### config.mk
export PLATFORM = sky130hd
export DESIGN_NAME = alu_pipe_top
export DESIGN_NICKNAME = d
export VERILOG_FILES = /design/src/rtl/alu_pipe_top_pkg.sv /design/src/rtl/alu_pipe_top_lane.sv /design/src/rtl/alu_pipe_top.sv
export SDC_FILE = /design/constraint.sdc
export NUM_CORES = 1
export LEC_CHECK = 0
export CORE_AREA = 4 4 113 115
export CTS_CLUSTER_DIAMETER = 30
export CTS_CLUSTER_SIZE = 25
export DETAILED_ROUTE_END_ITERATION = 12
export DIE_AREA = 0 0 117 119
export GPL_ROUTABILITY_DRIVEN = 0
export HOLD_SLACK_MARGIN = 0.02
export PLACE_DENSITY_LB_ADDON = 0.3
export SYNTH_ARGS = -nofsm -noshare
export SYNTH_HDL_FRONTEND = slang
export SYNTH_SLANG_ARGS = --single-unit
### constraint.sdc
create_clock -name i_clk -period 2.3 [get_ports i_clk]
set_input_delay 0.46 -clock i_clk [delete_from_list [all_inputs] [get_ports i_clk]]
set_output_delay 0.46 -clock i_clk [all_outputs]
set_load 0.1 [all_outputs]
### src/rtl/alu_pipe_top_pkg.sv
// Shared opcode encoding and flag payload for the multi-lane pipelined ALU.
package pck_alu_pipe;

  typedef enum logic [4:0] {
    OP_NOP   = 5'd0,
    OP_ADD   = 5'd1,
    OP_SUB   = 5'd2,
    OP_AND   = 5'd3,
    OP_OR    = 5'd4,
    OP_XOR   = 5'd5,
    OP_SLL   = 5'd6,
    OP_SRL   = 5'd7,
    OP_SRA   = 5'd8,
    OP_SLT   = 5'd9,
    OP_SLTU  = 5'd10,
    OP_PASSA = 5'd11,
    OP_PASSB = 5'd12
  } alu_op_e;

  localparam alu_op_e ALU_NOP = OP_NOP;

  typedef struct packed {
    logic n;
    logic v;
    logic c;
    logic z;
  } alu_flags_t;

endpackage

### src/rtl/alu_pipe_top_lane.sv
// One combinational ALU lane; flag outputs exist only when ALU_FLAGS_EN is defined.
module alu_lane
  import pck_alu_pipe::*;
#(
  parameter int unsigned BITS = 8
) (
  input  alu_op_e          i_op,
  input  logic [BITS-1:0]  i_a,
  input  logic [BITS-1:0]  i_b,
  output logic [BITS-1:0]  o_res_c
`ifdef ALU_FLAGS_EN
  , output alu_flags_t     o_flags_c
`endif
);

  localparam int unsigned SHW = $clog2(BITS);

  logic [SHW-1:0]  w_sh;
  logic [BITS-1:0] w_sum;
  logic [BITS-1:0] w_dif;

  assign w_sh  = i_b[SHW-1:0];
  assign w_sum = i_a + i_b;
  assign w_dif = i_a - i_b;

  always_comb begin
    o_res_c = '0;
    case (i_op)
      OP_ADD:   o_res_c = w_sum;
      OP_SUB:   o_res_c = w_dif;
      OP_AND:   o_res_c = i_a & i_b;
      OP_OR:    o_res_c = i_a | i_b;
      OP_XOR:   o_res_c = i_a ^ i_b;
      OP_SLL:   o_res_c = i_a << w_sh;
      OP_SRL:   o_res_c = i_a >> w_sh;
      OP_SRA:   o_res_c = BITS'($signed(i_a) >>> w_sh);
      OP_SLT:   o_res_c = {{(BITS-1){1'b0}}, ($signed(i_a) < $signed(i_b))};
      OP_SLTU:  o_res_c = {{(BITS-1){1'b0}}, (i_a < i_b)};
      OP_PASSA: o_res_c = i_a;
      OP_PASSB: o_res_c = i_b;
      default:  o_res_c = '0;
    endcase
  end

`ifdef ALU_FLAGS_EN
  // Carry/borrow recovered from the operand and result MSBs, no widened adder needed.
  logic w_ma, w_mb;
  assign w_ma = i_a[BITS-1];
  assign w_mb = i_b[BITS-1];

  always_comb begin
    o_flags_c   = '0;
    o_flags_c.z = (o_res_c == '0);
    o_flags_c.n = o_res_c[BITS-1];
    case (i_op)
      OP_ADD: begin
        o_flags_c.c = (w_ma & w_mb) | ((w_ma | w_mb) & ~w_sum[BITS-1]);
        o_flags_c.v = (w_ma == w_mb) && (w_sum[BITS-1] != w_ma);
      end
      OP_SUB: begin
        o_flags_c.c = ~((~w_ma & w_mb) | ((~w_ma | w_mb) & w_dif[BITS-1]));
        o_flags_c.v = (w_ma != w_mb) && (w_dif[BITS-1] != w_ma);
      end
      default: begin
        o_flags_c.c = 1'b0;
        o_flags_c.v = 1'b0;
      end
    endcase
  end
`endif

endmodule

### src/rtl/alu_pipe_top.sv
// Multi-lane pipelined ALU with global valid/ready stall; ALU_FLAGS_EN adds per-lane {N,V,C,Z}.
module alu_pipe_top
  import pck_alu_pipe::*;
#(
  parameter int unsigned BITS   = 8,
  parameter int unsigned LANES  = 2,
  parameter int unsigned STAGES = 3
) (
  input  logic                    i_clk,
  input  logic                    i_rst,
  input  logic                    i_valid,
  output logic                    o_ready,
  input  logic [4:0]              i_sel_op,
  input  logic [LANES*BITS-1:0]   i_op_a,
  input  logic [LANES*BITS-1:0]   i_op_b,
  output logic                    o_valid,
  input  logic                    i_ready,
  output logic [LANES*BITS-1:0]   o_res
`ifdef ALU_FLAGS_EN
  , output logic [LANES*4-1:0]    o_flags
`endif
);

  localparam int unsigned PD = STAGES - 1;
  localparam int unsigned DW = LANES * BITS;

  logic          r_v1;
  alu_op_e       r_op;
  logic [DW-1:0] r_a;
  logic [DW-1:0] r_b;
  logic [PD-1:0] r_pv;
  logic [DW-1:0] r_pres [PD];
  logic [DW-1:0] w_res;
  logic          w_stall;
`ifdef ALU_FLAGS_EN
  logic [LANES*4-1:0] r_pflg [PD];
  logic [LANES*4-1:0] w_flg;
`endif

  assign w_stall = r_pv[PD-1] && !i_ready;
  assign o_ready = !w_stall;
  assign o_valid = r_pv[PD-1];
  assign o_res   = r_pres[PD-1];
`ifdef ALU_FLAGS_EN
  assign o_flags = r_pflg[PD-1];
`endif

  for (genvar k = 0; k < LANES; k++) begin : g_lane
    alu_lane #(.BITS(BITS)) u_lane (
      .i_op    (r_op),
      .i_a     (r_a[k*BITS +: BITS]),
      .i_b     (r_b[k*BITS +: BITS]),
      .o_res_c (w_res[k*BITS +: BITS])
`ifdef ALU_FLAGS_EN
      , .o_flags_c (w_flg[k*4 +: 4])
`endif
    );
  end

  // Bubbles enter stage 2 with zeroed data so the output is 0 whenever invalid.
  always_ff @(posedge i_clk) begin
    if (i_rst) begin
      r_v1 <= 1'b0;
      r_op <= ALU_NOP;
      r_a  <= '0;
      r_b  <= '0;
      r_pv <= '0;
      for (int i = 0; i < int'(PD); i++) begin
        r_pres[i] <= '0;
`ifdef ALU_FLAGS_EN
        r_pflg[i] <= '0;
`endif
      end
    end else if (!w_stall) begin
      r_v1 <= i_valid;
      if (i_valid) begin
        r_op <= alu_op_e'(i_sel_op);
        r_a  <= i_op_a;
        r_b  <= i_op_b;
      end
      r_pv[0]   <= r_v1;
      r_pres[0] <= r_v1 ? w_res : '0;
`ifdef ALU_FLAGS_EN
      r_pflg[0] <= r_v1 ? w_flg : '0;
`endif
      for (int i = 1; i < int'(PD); i++) begin
        r_pv[i]   <= r_pv[i-1];
        r_pres[i] <= r_pres[i-1];
`ifdef ALU_FLAGS_EN
        r_pflg[i] <= r_pflg[i-1];
`endif
      end
    end
  end

endmodule

Yosys cells after proc, flatten, opt, wreduce, memory -nomap -nowiden
Memory sizes are Yosys's and may differ from the RTL's.
Cells that the tools add are included.
{ "totals": {"ramBits": 32, "output_inout_bits": 18, "inputBits": 41, "word_cells": 55, "reg_bits": 40, "romBits": 0, "memories": 1, "latch_bits": 0} }
{ "classes": {"shift": 6, "n_eq_ne": 12, "add_sub_neg": 4, "n_mul": 0, "bitwise_logic": 9, "n_mux": 10, "reduce_logical": 4, "n_lt_le_gt_ge": 4, "div_mod_pow": 0} }
{ "mem_list": {"columns": ["name", "depth", "width", "read_ports", "rd_clocked_by_memory_dff", "write_ports", "line", "source"], "rows": [
  ["r_pres", 2, 16, 2, 0, 2, "alu_pipe_top.sv:32", "logic [DW-1:0] r_pres [PD];"]
]} }
{ "ops": {"columns": ["cell", "count"], "rows": [
  ["$pmux 8 s12", 2],
  ["$mux 16", 3],
  ["$lt 8x8->1", 4],
  ["$eq 5x4->1 const B", 5],
  ["$eq 5x3->1 const B", 4],
  ["$add 8x8->8", 2],
  ["$and 8x8->8", 2],
  ["$or 8x8->8", 2],
  ["$shl 8x3->8", 2],
  ["$shr 8x3->8", 2],
  ["$sshr 8x3->8", 2],
  ["$sub 8x8->8", 2],
  ["$xor 8x8->8", 2],
  ["$eq 5x2->1 const B", 2],
  ["$eq 5x1->1 const B", 1],
  ["$mux 1", 5],
  ["$logic_not 1->1", 2],
  ["$or 1x1->1", 2],
  ["$reduce_and 2->1", 1],
  ["$logic_and 1x1->1", 1],
  ["$not 1->1", 1]
]} }

Depth between registers and ports, before layout
Gate-level depths: netlist of run 1.
{ "logic_depth": {"ltp_word": 6, "depth_mapped": 10, "ltp_nobuf": 10} }

Modules after synthesis
From an unflattened synthesis of run 1, not the netlist that was laid out.
{ "unflattened": {"cells_unflattened": 771, "hier_area_um2": 6655.1} }
{ "modules_own_cells": {"columns": ["mod", "instances", "area_per_inst_um2", "cells_per_inst", "seq_area_each_um2"], "rows": [
  ["alu_pipe_top", 1, 2844.0, 268, 1761.7],
  ["alu_lane at g_lane[1].u_lane", 1, 1984.4, 257, 0.0],
  ["alu_lane at g_lane[0].u_lane", 1, 1826.8, 246, 0.0]
]} }

Worst setup path before layout of run 1
Ideal clock, no wire load.
{ "synth_path": {"path_kind": "register to register", "startpoint": "register r_pv[1]", "endpoint": "register r_a[10]", "stages_incl_launch_ff": 8, "path_buffers": 2, "arrival_ns": 2.615, "required_ns": 2.168, "setup_slack_ns": -0.447, "setup_time_ns": 0.132, "period_less_slack_ns": 2.747, "cell_sequence": "dfxtp_1 > nor2b_1 > inv_1 > and2_1 > clkbuf_1 > clkbuf_1 > nand2_1 > a21oi_1"} }
{ "synth_between": {"elab_chain_cells": 3} }
{ "synth_rtl": {"columns": ["item", "line", "source"], "rows": [
  ["start: declaration", "alu_pipe_top.sv:31", "logic [PD-1:0] r_pv;"],
  ["start signal: indexed assignment", "alu_pipe_top.sv:87", "r_pv[i] <= r_pv[i-1];"],
  ["$logic_and 1x1->1", "alu_pipe_top.sv:40", "assign w_stall = r_pv[PD-1] && !i_ready;"],
  ["$not 1->1 (no source line)", null, null],
  ["$reduce_and 2->1 (no source line)", null, null],
  ["end signal: assignment", "alu_pipe_top.sv:78", "r_a <= i_op_a;"],
  ["end: declaration", "alu_pipe_top.sv:29", "logic [DW-1:0] r_a;"]
]} }
Every way passes these cells.
A chain may end at the register's enable or synchronous reset.

==> results.json, run 1 <==
{
  "status": "finished, violations left",
  "crit_arrival_ns": 2.48,
  "r2r-end": "r_pres[0][0]$_SDFFCE_PN0P_",
  "clkSinkCount": 72,
  "cts.path.max_buffers": 2,
  "viasPerCell": 6.17,
  "r2r_slack_ns": -0.01,
  "clock_skew_ns": 0.0117,
  "ys_seq_area_frac": 0.290,
  "die_y_um": 119,
  "fillers": 1011,
  "io_pins": 59,
  "placed_cell_area_mm2": 0.00710,
  "ys_ff_latch": 72,
  "initial_core_util": 0.514,
  "clockRootBuffer": "clkbuf_16",
  "drive_gt1_frac": 0.209,
  "path_cells": "inv_1, ha_1, inv_1, fa_2, nand2b_1, a21oi_2, o31ai_2, nor2b_4, o2111ai_1, a41oi_2",
  "finalHoldViolCount": 0,
  "utilization": 0.635,
  "design.core.area_mm2": 0.0118,
  "met2_length_mm": 7.95,
  "grt_max_degree": 41,
  "timing.rr.start": "r_a[0]$_SDFFE_PP0P_",
  "violations": "setup timing",
  "grt_pass1_wl_mm": 28.6,
  "hold_path.class": "flop to flop",
  "clkTransAtPathRegs_ns": 0.06,
  "rr_worst_depth": 10,
  "crit_top_cell": "inv_1",
  "dp_hpwl_mm": 13.2,
  "overflow": 0,
  "synth_area_mm2": 0.00608,
  "leakage_nw": 3.00,
  "setup.worst_path.end_class": "flop",
  "relSlewSlack": 0.653,
  "drc": 0,
  "fin_nets": 892,
  "worstPathRequired_ns": 2.47,
  "synth_edf_count": 32,
  "syn-num-nets": 813,
  "critPathLaunch": "r_a[0]$_SDFFE_PP0P_",
  "startpoint_type": "flop",
  "cts_buffers": 9,
  "async_flop_share": 0,
  "path_max_fanout": 3,
  "drv_slew": 0,
  "worstSetupPathType": "flop to flop",
  "yosysWarnings": 0,
  "diodes": 0,
  "drt_iter0_markers": 582,
  "htree_levels": 3,
  "crit_slowest_cell": "fa_2",
  "row_count": 40,
  "final-setup-viol-count": 1,
  "clock_latency_ns": 0.34,
  "fp.dieArea_mm2": 0.0139,
  "setup_slack_ns": -0.0104,
  "first_pass_iters": 7,
  "worstMarginPinSlew_ns": 0.520,
  "drv_cap": 0,
  "finalCritPeriodShare": 1.00,
  "wl_met3_mm": 1.72,
  "ir_worst_vdd_mv": 0.297,
  "fin_area_mm2": 0.00750,
  "synth_area_per_cell_um2": 8.46,
  "post-place-ws_ns": -0.0927,
  "yosys_most_used_dff": "dfxtp_1",
  "fin_crit_ns": 2.31,
  "io_buffers": 58,
  "grt_pass1_vias": 5740,
  "cts_tree": "done",
  "wl_met1_mm": 7.36,
  "grtUsageTotal": 0.256,
  "p_per_area_mw_per_mm2": 515,
  "fmax_mhz": 433,
  "area_growth_pct": 23.5,
  "cpPeakStageDelay_ns": 0.36,
  "post_drt_wl_per_cell_um": 18.6,
  "yosysUniqueCellTypes": 73,
  "top_layer_used": "met4",
  "setup.worst_path.end": "r_pres[0][0]$_SDFFCE_PN0P_",
  "drtAntennaViolNets": 0,
  "antenna_found_initial": 0,
  "synthCells": 718,
  "routed_wl_mm": 17.7,
  "die_w_um": 117,
  "rsz0062_at_grt": "yes",
  "vias": 5857
}
## cells in the mapped netlist, types with 4 or more instances
library cell	count	area share
nand2_1	123	0.076
buf_2	16	0.013
nor2_1	37	0.023
buf_4	23	0.028
nand4_1	4	0.0041
mux4_2	17	0.063
nor3_1	11	0.0091
a21o_1	8	0.0099
edfxtp_1	32	0.16
fa_1	4	0.013
o21ai_0	27	0.022
nor2b_1	5	0.0051
and2_1	20	0.021
o21ai_1	4	0.0033
a31oi_1	13	0.013
o211ai_1	12	0.015
xnor2_1	7	0.010
a41oi_1	4	0.0058
dfxtp_1	40	0.13
mux2i_1	12	0.020
clkinv_1	4	0.0025
a22oi_1	9	0.011
clkbuf_1	28	0.017
a2111oi_0	4	0.0058
inv_1	42	0.026
ha_1	50	0.10
nand2b_1	8	0.0082
a222oi_1	5	0.0082
a221oi_1	9	0.013
a21oi_1	68	0.056
## what timing repair did
action,CTS,global route
cloned,0,0
pin swaps,1,1
setup endpoints to repair,3,14
hold endpoints to repair,0,0
hold buffers,0,0
buffers inserted,0,1
gates resized for setup,5,20
## sequential cells by signal, indices dropped and copies added (netlist names)
signal / count
r_a: 16
r_op: 5
r_pres: 32
r_pv: 2
r_v1: 1
r_b: 16
## stage by stage
stage / power [mW] / cells / setup TNS (ns) / hold slack [ns]
6_report: 3.87 / 949 / -0.0104 / 0.457
5_1_grt: 4.02 / 949 / -0.289 / 0.494
4_1_cts: 3.83 / 948 / 0 / 0.455
3_5_place_dp: 2.43 / 932 / -0.126 / 0.447
3_3_place_gp: 2.40 / 932 / -0.0114 / 0.440
2_1_floorplan: 2.09 / 718 / 0 / 0.432
## cell families (layout without fill, tap and decap cells)
| group | Yosys count | in the layout | synth area share |
|---|---|---|---|
| multiplexers | 29 | 29 | 0.0828 |
| XOR/XNOR | 10 | 10 | 0.0144 |
| AO/OA/AOI/OAI | 205 | 205 | 0.228 |
| buffers and inverters | 116 | 200 | 0.0904 |
| flip-flops | 72 | 72 | 0.290 |
| adder cells (fa/ha/maj) | 54 | 54 | 0.116 |
| AND/OR/NAND/NOR | 232 | 232 | 0.178 |
## worst min path at each step
stage,from,to,slack [ns],cells after the start
CTS,r_pv[0]$_SDFFE_PP0N_,r_pv[0]$_SDFFE_PP0N_,0.46,2
global placement,r_pv[0]$_SDFFE_PP0N_,r_pv[0]$_SDFFE_PP0N_,0.44,2
floorplan,r_pv[0]$_SDFFE_PP0N_,r_pv[0]$_SDFFE_PP0N_,0.43,2
detailed placement,r_pv[0]$_SDFFE_PP0N_,r_pv[0]$_SDFFE_PP0N_,0.45,2
global route,r_pv[0]$_SDFFE_PP0N_,r_pv[0]$_SDFFE_PP0N_,0.49,2
finish,r_pv[0]$_SDFFE_PP0N_,r_pv[0]$_SDFFE_PP0N_,0.46,2
## cell type report
type / instances / area, um2 / share of cell area
sequential: 72 / 1770 / 0.236
multi-input combinational: 530 / 3870 / 0.516
tap: 147 / 184 / 0.0245
clock buffer: 10 / 239 / 0.0318
clock inverter: 6 / 58.8 / 0.00784
timing repair buffer: 138 / 1200 / 0.160
inverter: 46 / 180 / 0.0240
## critical path: cells and delay by family (launching register included)
kind,cells,cell delay [ns]
buf+inv,2,0.17
compound gates,4,0.76
flops,1,0.31
fa+ha+maj,2,0.57
simple gates,2,0.33
## cells in the final DEF, fill, tap and decap left out, types with 7 or more instances in the layout
master           Yosys  routed
clkdlybuf4s50_1      0      40
a21o_1               8       8
o211ai_1            12      12
clkbuf_16            0       9
nand2_1            123     123
and2_1              20      20
mux2i_1             12      12
mux4_2              17      17
a221oi_1             9       7
a22oi_1              9       9
edfxtp_1            32      32
dfxtp_1             40      36
nor2_1              37      37
a31oi_1             13      13
o21ai_0             27      27
ha_1                50      49
xnor2_1              7       7
nor3_1              11      10
buf_4               23      92
inv_1               42      41
a21oi_1             68      66
nand2b_1             8       8
## report_power, final
group          total (mW)  internal (mW)  switching, mW
registers            1.44           1.38         0.0580
logic                1.02          0.446          0.573
clock network        1.40          0.861          0.543
## metal layers
metal | vias to the layer above | GRT usage
met2 | 343 | 0.377
met5 | - | 0
li1 | 2714 | -
met4 | 0 | 0.121
met3 | 70 | 0.0467
met1 | 2730 | 0.359
Power figures use the tool's default switching activity.
==> inputs of run 2 (changes only) <==
- PLACE_DENSITY_LB_ADDON: 0.3 -> 0.2
==> run 2 against run 1 <==
Net effect: the run now ends clean; setup slack improved by 0.043 ns; power increased by 1.8%; clock-buffer cell count decreased by 1; critical path depth decreased by 4; wire length increased by 2.2%; utilization increased by 0.15 points; clock power increased by 6%; non-clock buffer count decreased by 1; worst hold slack got worse by 0.0022 ns; cell area increased by 0.23%; clock skew decreased by 0.0019 ns.
==> results.json, run 2 (synthesis gave the netlist of run 1 again) <==
{
  "status": "finished clean",
  "startpoint_type": "flop",
  "finalCritPeriodShare": 0.986,
  "worstSetupPathType": "flop to flop",
  "r2r-end": "r_pres[0][12]$_SDFFCE_PN0P_",
  "largest_reg_flops": 32,
  "io_pins": 59,
  "grt_max_degree": 40,
  "hold_path_depth": 2,
  "path_max_fanout": 8,
  "drc": 0,
  "top_regs": "r_pres x32, r_a x16, r_b x16",
  "layout_commonest_cell": "nand2_1",
  "fin_cells": 948,
  "io_buffers": 58,
  "clockRootBuffer": "clkbuf_16",
  "fp.dieArea_mm2": 0.0139,
  "htree_levels": 3,
  "fmax_mhz": 441,
  "clock_skew_ns": 0.00974,
  "drtAntennaViolNets": 0,
  "grtUsageTotal": 0.260,
  "antenna_found_initial": 0,
  "fin_nets": 891,
  "leakage_nw": 3.01,
  "design.core.area_mm2": 0.0118,
  "path_cells": "and4b_1, buf_4, a222oi_1, o2111ai_1, a21oi_1, a21oi_1",
  "min_from": "r_pv[0]$_SDFFE_PP0N_",
  "drive_gt1_frac": 0.212,
  "cts_buffers": 9,
  "timing.rr.start": "r_op[4]$_SDFFE_PP0P_",
  "area_growth_pct": 23.8,
  "r2r_slack_ns": 0.03,
  "ctsHoldBuffers": 0,
  "crit_family": "compound AO/OA/AOI/OAI gates",
  "vias": 5899,
  "fin_crit_ns": 2.27,
  "first_pass_iters": 6,
  "crit_slowest_cell": "dfxtp_1",
  "cts_setup_buffers": 0,
  "clock_latency_ns": 0.34,
  "final-setup-viol-count": 0,
  "hold_path.class": "flop to flop",
  "hold-path-endpoint": "r_pv[0]$_SDFFE_PP0N_",
  "initial_core_util": 0.514,
  "drv_slew": 0,
  "drt_iter0_markers": 757,
  "die_y_um": 119,
  "clkSinkCount": 72,
  "row_count": 40,
  "rr_worst_depth": 6,
  "finalHoldViolCount": 0,
  "worstPathRequired_ns": 2.38,
  "cts.path.max_buffers": 2,
  "ir_worst_vdd_mv": 0.265,
  "worstMarginPinSlew_ns": 0.520,
  "cpPeakStageDelay_ns": 0.50,
  "grt_pass1_wl_mm": 28.6,
  "routed_wl_mm": 18.1,
  "crit_arrival_ns": 2.35,
  "p_per_area_mw_per_mm2": 523,
  "grt_pass1_vias": 5629,
  "overflow": 0,
  "final_cell_mix": "123 x nand2_1, 90 x buf_4, 66 x a21oi_1",
  "die_w_um": 117,
  "viasPerCell": 6.22,
  "diodes": 0,
  "dp_hpwl_mm": 13.3,
  "setup.worst_path.end_class": "flop",
  "path_buf_inv": 1,
  "crit_top_cell": "a21oi_1",
  "critPathLaunch": "r_op[4]$_SDFFE_PP0P_",
  "clkTransAtPathRegs_ns": 0.05,
  "cts_tree": "done",
  "utilization": 0.637,
  "post_drt_wl_per_cell_um": 19.0,
  "dp_cells": 932,
  "top_register": "r_pres",
  "relSlewSlack": 0.652,
  "drv_cap": 0
}
==> run 2: changes by cell type in the layout (fill, tap and decap cells not counted), sizes merged <==
cell / delta
buf: -1
bufinv: +1
clkbuf: -1
clkinvlp: -1
inv: +1
==> run 2: through the flow <==
| stage | TNS [ns] | total power, mW | hold slack, ns | worst slack, ns | instance area [um2] |
|---|---|---|---|---|---|
| CTS | 0 | 3.91 | 0.451 | 0.00447 | 7430 |
| finish | 0 | 3.94 | 0.455 | 0.0323 | 7520 |
| floorplan | 0 | 2.09 | 0.432 | 0.00810 | 6110 |
| global placement | 0 | 2.41 | 0.440 | 0.0494 | 7100 |
| detailed placement | 0 | 2.43 | 0.445 | 0.0335 | 7100 |
| global route | -0.00558 | 4.08 | 0.507 | -0.00558 | 7520 |
==> run 2: cell type report <==
type / instances / area, um2
clock buffers: 9 / 225
clock inverters: 7 / 85.1
fillers: 1002 / 4290
inverters: 46 / 180
multi-input cells: 530 / 3870
flip-flops and latches: 72 / 1770
well taps: 147 / 184
repair buffers: 137 / 1200
==> run 2: repair_timing <==
action | in CTS | in global routing
setup endpoints to repair | 2 | 12
gates resized for setup | 3 | 26
pin swaps | 0 | 3
gates cloned | 0 | 0
==> run 2: worst min-delay path, stage by stage, from the launching register on <==
cell and delay [ns]:
dfxtp_1 0.31, nand2_1 0.05, a21oi_1 0.05
==> run 2: worst max-delay path by stage <==
stage	cells past startpoint	endpoint	slack [ns]
finish	6	r_pres[0][12]$_SDFFCE_PN0P_	0.03
global route	8	r_pres[0][15]$_SDFFCE_PN0P_	-0.006
CTS	10	r_pres[0][0]$_SDFFCE_PN0P_	0.004
detailed placement	7	r_pres[0][7]$_SDFFCE_PN0P_	0.03
global placement	7	r_pres[0][6]$_SDFFCE_PN0P_	0.05
floorplan	10	r_pres[0][15]$_SDFFCE_PN0P_	0.008
==> run 2: power by group <==
group	switching (mW)	total [mW]	internal (mW)	leakage, nW
Sequential	0.0566	1.44	1.39	0.723
Combinational	0.574	1.01	0.440	2.13
Clock	0.540	1.48	0.940	0.152
Total	1.17	3.94	2.76	3.01
==> run 2: per-layer routing <==
metal,global-route usage,wire (um),up-vias
met5,0,0,-
met4,0.104,539,0
met3,0.0386,1610,50
met2,0.394,8140,343
met1,0.370,7760,2783
li1,-,-,2723
==> inputs of run 3 (changes only) <==
- RECOVER_POWER: unset -> 50
==> run 3 against run 2 <==
Net effect: sequential cell count did not move; global-route usage did not move; critical endpoint unchanged; sequential power barely moved; via count fell by 1.1%; fmax barely moved.
==> results.json, run 3 (synthesis gave the netlist of run 1 again) <==
{
  "grt_max_degree": 40,
  "die_y_um": 119,
  "crit_top_cell": "a21oi_1",
  "fmax_mhz": 441,
  "grt_pass1_wl_mm": 28.6,
  "setup.worst_path.end_class": "flop",
  "use_met2": 0.394,
  "routed_wl_mm": 17.9,
  "ir_worst_vdd_mv": 0.265,
  "overflow": 0,
  "cts_tree": "done",
  "io_pins": 59,
  "worstPathRequired_ns": 2.38,
  "path_max_fanout": 8,
  "drt_iter0_markers": 764,
  "clkSinkCount": 72,
  "diodes": 0,
  "hold_slack_ns": 0.451,
  "cts_buffers": 9,
  "setup_slack_ns": 0.0304,
  "grtUsageTotal": 0.260,
  "cts.path.max_buffers": 2,
  "top_usage_layer": "met2",
  "first_pass_iters": 6,
  "die_w_um": 117,
  "layout_commonest_cell": "nand2_1",
  "worstMarginPinSlew_ns": 1.17,
  "final_cell_mix": "123 x nand2_1, 71 x buf_4, 66 x a21oi_1",
  "crit_family": "compound AO/OA/AOI/OAI gates",
  "io_buffers": 58,
  "drive_gt1_frac": 0.201,
  "status": "finished clean",
  "crit_slowest_cell": "dfxtp_1",
  "final-setup-viol-count": 0,
  "largest_reg_flops": 32,
  "ctsHoldBuffers": 0,
  "r2r_slack_ns": 0.03,
  "finalHoldViolCount": 0,
  "clock_latency_ns": 0.34,
  "cpPeakStageDelay_ns": 0.50,
  "path_cells": "and4b_1, buf_4, a222oi_1, o2111ai_1, a21oi_1, a21oi_1",
  "design.core.area_mm2": 0.0118,
  "crit_arrival_ns": 2.35,
  "top_register": "r_pres",
  "fin_nets": 891,
  "startpoint_type": "flop",
  "area_growth_pct": 22.8,
  "placed_cell_area_mm2": 0.00710,
  "drtAntennaViolNets": 0,
  "fp.dieArea_mm2": 0.0139,
  "finalCritPeriodShare": 0.987,
  "p_per_area_mw_per_mm2": 526,
  "worstSetupPathType": "flop to flop",
  "antenna_found_initial": 0,
  "fin_crit_ns": 2.27,
  "grt_pass1_vias": 5629,
  "post_drt_wl_per_cell_um": 18.9,
  "use_met3": 0.0386,
  "drc": 0,
  "dp_hpwl_mm": 13.3,
  "leakage_nw": 2.95,
  "path_buf_inv": 1,
  "fin_tns_setup_ns": 0,
  "post-place-ws_ns": 0.0335,
  "drv_slew": 0,
  "viasPerCell": 6.16,
  "row_count": 40,
  "htree_levels": 3,
  "hold_path.class": "flop to flop",
  "relSlewSlack": 0.222,
  "vias": 5836,
  "fillers": 1015,
  "grtUsageMet1": 0.370,
  "power_mw": 3.93,
  "clkTransAtPathRegs_ns": 0.06,
  "top_regs": "r_pres x32, r_a x16, r_b x16",
  "drv_cap": 0,
  "clock_skew_ns": 0.00958,
  "cts_setup_buffers": 0,
  "clockRootBuffer": "clkbuf_16",
  "initial_core_util": 0.514,
  "fin_area_mm2": 0.00746
}
==> run 3: cell types whose count changed in the layout (fill, tap and decap cells not counted) <==
cell,change
dlygate4sd3_1,+1
clkinvlp_2,+1
and2_1,-10
clkbuf_1,+9
buf_4,-19
clkdlybuf4s50_1,-1
clkinvlp_4,-1
clkbuf_2,+10
and2_0,+10
==> run 3: worst reg2reg max path, cell delays in order, from the launching register on <==
cell and delay (ns):
dfxtp_1 0.50, and4b_1 0.42, buf_4 0.23, a222oi_1 0.39, o2111ai_1 0.20, a21oi_1 0.18, a21oi_1 0.10
==> run 3: layout make-up <==
type	count	area, um2	area share
well taps	147	184	0.0247
clock inverters	7	85.1	0.0114
clock buffers	9	225	0.0302
multi-input cells	530	3870	0.519
flip-flops and latches	72	1770	0.238
repair buffers	137	1140	0.153
inverters	46	178	0.0238
==> run 3: path summary, 6_finish.rpt <==
check	cells past startpoint	endpoint	startpoint
worst max register to register	6	r_pres[0][12]$_SDFFCE_PN0P_	r_op[4]$_SDFFE_PP0P_
worst min-delay path	2	r_pv[0]$_SDFFE_PP0N_	r_pv[0]$_SDFFE_PP0N_
worst min register to register	2	r_pv[0]$_SDFFE_PP0N_	r_pv[0]$_SDFFE_PP0N_
worst max-delay path	6	r_pres[0][12]$_SDFFCE_PN0P_	r_op[4]$_SDFFE_PP0P_
==> run 3: per-stage QoR <==
step                       util  cells
after floorplan               -    718
after global placement    0.601    932
after detailed placement  0.601    932
after CTS                 0.629    948
after global routing      0.632    948
final                     0.632    948
==> run 3: where the power goes <==
group	internal, mW	leakage, nW	switching [mW]	total, mW
registers	1.39	0.723	0.0565	1.44
logic	0.432	2.08	0.572	1.00
clock network	0.940	0.152	0.540	1.48
==> run 3: repair_timing <==
| action | 4_1_cts | 5_1_grt |
|---|---|---|
| endpoints found under the hold margin | 0 | 0 |
| endpoints found under the setup margin | 2 | 12 |
| pin swaps | 0 | 3 |
| resized for setup | 3 | 26 |
==> run 3: metal layers <==
| metal | part of all wire | vias to the layer above | routed length, um |
|---|---|---|---|
| li1 | - | 2724 | - |
| met1 | 0.42 | 2704 | 7560 |
| met2 | 0.45 | 358 | 8080 |
| met3 | 0.097 | 50 | 1730 |
| met4 | 0.030 | 0 | 533 |
| met5 | 0 | - | 0 |
